$ cat src/rtl/dct_pkg.sv
// Shared types for the DCT control sequencer: state encoding, stage-control
// bundle and the per-state Moore decode used by the sequencer and its monitor.
package dct_pkg;

    localparam int DCT_POINT_DEF = 16;
    localparam int TALLY_W_DEF   = 6;

    typedef enum logic [2:0] {
        IDLE    = 3'd0,
        LOAD_LO = 3'd1,
        LOAD_HI = 3'd2,
        MSPS    = 3'd3,
        CORD    = 3'd4,
        OUT     = 3'd5,
        ERR     = 3'd6
    } state_t;

    typedef struct packed {
        logic clr;
        logic start_mem;
        logic count_en;
        logic msps_en;
        logic cord_en;
        logic out_en;
    } ctrl_t;

    function automatic ctrl_t stage_decode(input state_t st);
        ctrl_t c;
        c = '0;
        case (st)
            IDLE:    c.clr = 1'b1;
            LOAD_LO: begin c.start_mem = 1'b1; c.count_en = 1'b1; end
            LOAD_HI: begin c.start_mem = 1'b1; c.count_en = 1'b1; c.msps_en = 1'b1; end
            MSPS:    begin c.count_en = 1'b1; c.msps_en = 1'b1; end
            CORD:    begin c.count_en = 1'b1; c.cord_en = 1'b1; end
            OUT:     begin c.count_en = 1'b1; c.out_en = 1'b1; end
            default: c = '0;
        endcase
        return c;
    endfunction

endpackage

$ cat src/rtl/dct_seq_wdog.sv
// Wait-phase watchdog for dct_seq_ctrl: counts cycles spent in a wait phase
// and flags expiry in the TIMEOUT-th cycle of that phase.
module dct_seq_wdog #(
    parameter int TIMEOUT = 255,
    parameter int TO_W    = 8
) (
    input  logic clk,
    input  logic reset,
    input  logic restart,
    input  logic cnt_en,
    output logic expired
);

    logic [TO_W-1:0] cnt;

    // Expiry is combinational so an exit flag in the same cycle can still win.
    assign expired = cnt_en && (cnt == TO_W'(TIMEOUT - 1));

    always_ff @(posedge clk) begin
        if (reset || restart) begin
            cnt <= '0;
        end else if (cnt_en && !expired) begin
            cnt <= cnt + TO_W'(1);
        end
    end

endmodule

$ cat src/rtl/dct_seq_ctrl.sv
// Control sequencer for the DCT datapath: load lo/hi, MSPS, CORDIC, output.
// Optional wait-phase watchdog enabled by defining DCT_SEQ_TIMEOUT_EN.
module dct_seq_ctrl
    import dct_pkg::*;
#(
    parameter int DCT_POINT = DCT_POINT_DEF,
    parameter int TALLY_W   = TALLY_W_DEF,
    parameter int BLK_W     = 8,
    parameter int TIMEOUT   = 255,
    parameter int TO_W      = 8
) (
    input  logic               clk,
    input  logic               reset,
    input  logic               enable,
    input  logic [BLK_W-1:0]   blocks,
    input  logic               abort,
    input  logic               msps_f,
    input  logic               cord_f,
    input  logic               out_f,
    output logic               clr,
    output logic               start_mem,
    output logic               count_en,
    output logic               msps_en,
    output logic               cord_en,
    output logic               out_en,
    output logic [TALLY_W-1:0] tally,
    output logic [BLK_W-1:0]   blk_idx,
    output logic               busy,
    output logic               done,
    output logic               err
);

    if ((2 ** TALLY_W) <= DCT_POINT || (2 ** TO_W) <= TIMEOUT || DCT_POINT < 4) begin : g_cfg_check
        $error("dct_seq_ctrl: invalid parameter set");
    end

    localparam logic [TALLY_W-1:0] HALF_LAST = TALLY_W'(DCT_POINT / 2 - 1);
    localparam logic [TALLY_W-1:0] FULL_LAST = TALLY_W'(DCT_POINT - 1);

    state_t             state, nxt;
    logic [TALLY_W-1:0] tally_nxt;
    logic [BLK_W-1:0]   blk_nxt;
    logic [BLK_W-1:0]   blocks_q, blocks_nxt;
    logic               done_nxt, err_q, err_nxt;
    logic               more_blocks;
    logic               wd_expired;
    ctrl_t              ctl;

`ifdef DCT_SEQ_TIMEOUT_EN
    logic wd_count;
    assign wd_count = (state == MSPS) || (state == CORD) || (state == OUT);

    dct_seq_wdog #(
        .TIMEOUT (TIMEOUT),
        .TO_W    (TO_W)
    ) u_wdog (
        .clk     (clk),
        .reset   (reset),
        .restart (nxt != state),
        .cnt_en  (wd_count),
        .expired (wd_expired)
    );
`else
    assign wd_expired = 1'b0;
`endif

    assign more_blocks = (blocks_q != '0) ? (blk_idx < (blocks_q - BLK_W'(1))) : enable;

    always_ff @(posedge clk) begin
        if (reset) begin
            state    <= IDLE;
            tally    <= '0;
            blk_idx  <= '0;
            blocks_q <= '0;
            done     <= 1'b0;
            err_q    <= 1'b0;
        end else begin
            state    <= nxt;
            tally    <= tally_nxt;
            blk_idx  <= blk_nxt;
            blocks_q <= blocks_nxt;
            done     <= done_nxt;
            err_q    <= err_nxt;
        end
    end

    always_comb begin
        nxt        = state;
        tally_nxt  = tally;
        blk_nxt    = blk_idx;
        blocks_nxt = blocks_q;
        done_nxt   = 1'b0;
        err_nxt    = err_q;
        case (state)
            IDLE: begin
                if (enable) begin
                    nxt        = LOAD_LO;
                    blocks_nxt = blocks;
                    tally_nxt  = '0;
                    blk_nxt    = '0;
                end
            end
            LOAD_LO: begin
                tally_nxt = tally + TALLY_W'(1);
                if (tally == HALF_LAST) nxt = LOAD_HI;
            end
            LOAD_HI: begin
                if (tally == FULL_LAST) nxt = MSPS;
                else tally_nxt = tally + TALLY_W'(1);
            end
            MSPS: begin
                if (msps_f) nxt = CORD;
                else if (wd_expired) begin nxt = ERR; err_nxt = 1'b1; end
            end
            CORD: begin
                if (cord_f) nxt = OUT;
                else if (wd_expired) begin nxt = ERR; err_nxt = 1'b1; end
            end
            OUT: begin
                if (out_f) begin
                    if (more_blocks) begin
                        nxt       = LOAD_LO;
                        tally_nxt = '0;
                        blk_nxt   = blk_idx + BLK_W'(1);
                    end else begin
                        nxt      = IDLE;
                        done_nxt = 1'b1;
                    end
                end else if (wd_expired) begin
                    nxt     = ERR;
                    err_nxt = 1'b1;
                end
            end
            ERR:     nxt = ERR;
            default: nxt = IDLE;
        endcase
        // Counters read zero whenever the sequencer sits in IDLE.
        if (nxt == IDLE) begin
            tally_nxt = '0;
            blk_nxt   = '0;
        end
        if (abort && state != IDLE) begin
            nxt       = IDLE;
            tally_nxt = '0;
            blk_nxt   = '0;
            done_nxt  = 1'b0;
            err_nxt   = 1'b0;
        end
    end

    assign ctl       = stage_decode(state);
    assign clr       = ctl.clr;
    assign start_mem = ctl.start_mem;
    assign count_en  = ctl.count_en;
    assign msps_en   = ctl.msps_en;
    assign cord_en   = ctl.cord_en;
    assign out_en    = ctl.out_en;
    assign busy      = (state != IDLE);
    assign err       = err_q;

endmodule

$ cat config.mk
export PLATFORM = sky130hd
export DESIGN_NAME = dct_seq_ctrl
export DESIGN_NICKNAME = d
export VERILOG_FILES = /design/src/rtl/dct_pkg.sv /design/src/rtl/dct_seq_wdog.sv /design/src/rtl/dct_seq_ctrl.sv
export SDC_FILE = /design/constraint.sdc
export NUM_CORES = 1
export LEC_CHECK = 0
export CORE_ASPECT_RATIO = 1.4
export CORE_MARGIN = 4
export CORE_UTILIZATION = 54
export DETAILED_ROUTE_END_ITERATION = 12
export PLACE_DENSITY = 0.91
export SKIP_LAST_GASP = 1
export SLEW_MARGIN = 20
export SYNTH_ARGS = -nofsm -noshare
export SYNTH_HDL_FRONTEND = slang
export SYNTH_SLANG_ARGS = --single-unit
$ cat constraint.sdc
create_clock -name clk -period 7.4 [get_ports clk]
set_input_delay 1.85 -clock clk [delete_from_list [all_inputs] [get_ports clk]]
set_output_delay 1.85 -clock clk [all_outputs]
set_load 0.05 [all_outputs]
==> flow_summary_export.csv <==
group,metric,value,unit
power_and_ir_drop,p_int,0.2313,mW
power_and_ir_drop,ir_worst_vdd,117.1,uV
logic_synthesis,async_flop_share,0,%
power_and_ir_drop,power.share.clock,26.8,%
timing,setup_slack,3.297,ns
hold_path,hold_path.class,"flip-flop to flip-flop",
power_and_ir_drop,p_per_area,162.4,nW/um^2
timing,timing.final.crit_share,55.45,%
logic_synthesis,synthesis.instances,208,
logic_synthesis,ys_ff_latch,26,
placement,numPortBuffers,36,
timing,hold_viol,0,
logic_synthesis,seq_area_frac_synth,30.57,%
detailed_routing,wl_per_cell,14.53,um
logic_synthesis,ys.flop_type,"dfxtp_1",
power_and_ir_drop,switchingPower,0.1118,mW
global_routing,antenna_found_initial,0,
floorplanning,start_util,58.01,%
worst_setup_path,crit_fanout,15,
clock_network,hold_buffers,0,
power_and_ir_drop,power_frac_comb,28.5,%
clock_network,numCtsBuffers,3,
cells_and_area,final_nets,267,
power_and_ir_drop,power.leakage,0.7905,nW
timing,rsz0062_at_grt,"no",
placement,post-place-ws,3.627,ns
power_and_ir_drop,power_frac_seq,44.6,%
cells_and_area,diodes,0,
cells_and_area,final_area,2113,um^2
worst_setup_path,worstSetupPathType,"flip-flop to output port",
detailed_routing,drt_drc_violations_left,0,
clock_network,ctsResizeCount,0,
timing,relSlewSlack,64.57,%
cells_and_area,final_common_cell,"clkdlybuf4s50_1",
detailed_routing,drtIter0Drc,66,
detailed_routing,via_count,1618,
floorplanning,ios,38,
floorplanning,die_y,74.45,um
clock_network,cts_buffer_depth,2,
cells_and_area,fill_cells,248,
timing,fin_skew,0.006806,ns
detailed_routing,dr.pass1.iters,4,
placement,dpl_cell_area,2058,um^2
timing,setup_viol,0,
clock_network,cts_sinks,26,
worst_setup_path,required,5.55,ns
worst_setup_path,reg2reg_slack,4.31,ns
cells_and_area,area_growth,24.10,%
detailed_routing,antenna_left,0,
cells_and_area,final_cell_mix,"36 x clkdlybuf4s50_1, 26 x dfxtp_1, 24 x nand2_1",
placement,place_hpwl,3120,um
worst_setup_path,endpoint_kind,"output port",
timing,finalSetupTns,0,ns
detailed_routing,drt-total-wl,4026,um
flow_run,maxCapViolCount,0,
clock_network,cts_root_buf,"clkbuf_8",
floorplanning,core,2935,um^2
timing,fmax,0.2437,GHz
clock_network,h-tree-depth,1,
clock_network,cts_setup_buffers,0,
logic_synthesis,yosysWarningCount,0,
worst_setup_path,worst_setup_path_start_kind,"flip-flop",
detailed_routing,vias_per_cell,5.841,
logic_synthesis,syn-num-nets,234,
floorplanning,die_w,55.46,um
global_routing,grt_max_degree,16,
timing,hold_slack,0.4930,ns
logic_synthesis,netlist_area,1703,um^2
global_routing,grt_first_pass_wirelength,7003,um
power_and_ir_drop,p_sw_share,32.59,%
global_routing,gr-total-overflow,0,
timing,worstMarginPinSlew,0.5309,ns
clock_network,cts_tree,"done",
cells_and_area,finalCoreUtilization,71.99,%
floorplanning,rows,23,
logic_synthesis,yosysUniqueCellTypes,51,
timing,period_minus_slack,4.103,ns
logic_synthesis,synth_enable_flop_cells,0,
status,outcome,"finished, final reports clean",
power_and_ir_drop,power,0.3431,mW
cells_and_area,stdcell_count,277,
logic_synthesis,post_synth.cell_area_avg,8.187,um^2
clock_network,insertion_delay,0.27,ns
worst_setup_path,cp.arrival,2.25,ns
global_routing,grt_pass1_vias,1660,
timing,drv_slew,0,
cells_and_area,drive_gt1_share,8.333,%
global_routing,grt_usage,20.66,%
clock_network,clk_pin_slew,0.09,ns
floorplanning,dieArea,4129,um^2
placement,place_inst,273,
placement,gp_congestion,0.8774,
==> logic make-up after synthesis <==
kind of cell / Yosys count / synth area share (%)
adders and majority gates: 11 / 8.082
and+or+nand+nor: 85 / 27.11
buffers and inverters: 15 / 4.556
DFF: 26 / 30.57
muxes: 1 / 0.5878
xor gates and xnor gates: 11 / 5.657
AOI/OAI and AO/OA: 58 / 23.22
other: 1 / 0.2202
==> final timing paths <==
| check | from | to | cells after the start |
|---|---|---|---|
| max | state[2]$_SDFF_PP0_ | count_en | 4 |
| min | blocks_q[7]$_SDFFE_PP0P_ | blocks_q[7]$_SDFFE_PP0P_ | 2 |
| max reg2reg | blocks_q[0]$_SDFFE_PP0P_ | tally[5]$_SDFFE_PP0P_ | 10 |
| min reg2reg | blocks_q[7]$_SDFFE_PP0P_ | blocks_q[7]$_SDFFE_PP0P_ | 2 |
==> cells in the mapped netlist, drive strengths merged, types with 2 or more instances <==
| master | number | area share (%) |
|---|---|---|
| nor3 | 7 | 2.1 |
| and2 | 2 | 0.73 |
| nor3b | 2 | 0.88 |
| nor2 | 16 | 3.7 |
| dfxtp | 26 | 31 |
| nand4 | 3 | 1.1 |
| a32oi | 2 | 1.0 |
| nor2b | 6 | 2.2 |
| nand3 | 7 | 2.4 |
| and3 | 4 | 1.8 |
| xor2 | 7 | 3.6 |
| o21ai | 19 | 6.7 |
| nand2 | 25 | 5.7 |
| inv | 7 | 1.5 |
| a21o | 2 | 0.88 |
| buf | 5 | 2.4 |
| clkbuf | 3 | 0.66 |
| o211ai | 2 | 0.88 |
| o31ai | 2 | 1.2 |
| a211oi | 5 | 2.8 |
| or3 | 8 | 2.9 |
| xnor2 | 4 | 2.1 |
| ha | 11 | 8.1 |
| a21oi | 19 | 5.8 |
==> final cells by class <==
type | count | area [um^2] | share of cell area [%]
timing repair buffer | 36 | 360.3 | 17.05
clock buffer | 4 | 55.05 | 2.605
sequential | 26 | 520.5 | 24.63
multi-input combinational | 167 | 1105 | 52.28
inverter | 7 | 26.28 | 1.243
tap | 37 | 46.29 | 2.191
==> layer usage <==
metal	GRT usage, %	vias up	part of all wire (%)
li1	-	810	-
met1	23.60	753	42
met2	38.68	48	52
met3	2.257	7	3.8
met4	9.459	0	2.1
met5	0	-	0
==> power groups by stage <==
| stage | sequential, mW | clock, mW | combinational, mW |
|---|---|---|---|
| finish | 0.153 | 0.0920 | 0.0979 |
| global route | 0.154 | 0.0986 | 0.109 |
| CTS | 0.153 | 0.0938 | 0.0985 |
| detailed placement | 0.156 | 0 | 0.0974 |
| global placement | 0.156 | 0 | 0.0957 |
| floorplan | 0.157 | 0 | 0.0715 |
==> state kept, by name, indices dropped and copies added, names as in the netlist <==
signal,flops
blk_idx,8
state,3
done,1
tally,6
blocks_q,8
==> worst max-delay path, cell delays in order (launching register included) <==
cell,delay [ns]
dfxtp_1,0.65
or3_1,0.30
inv_2,0.09
a21oi_1,0.12
clkdlybuf4s50_1,0.82
Note: power is estimated with default switching activity, not from simulation.
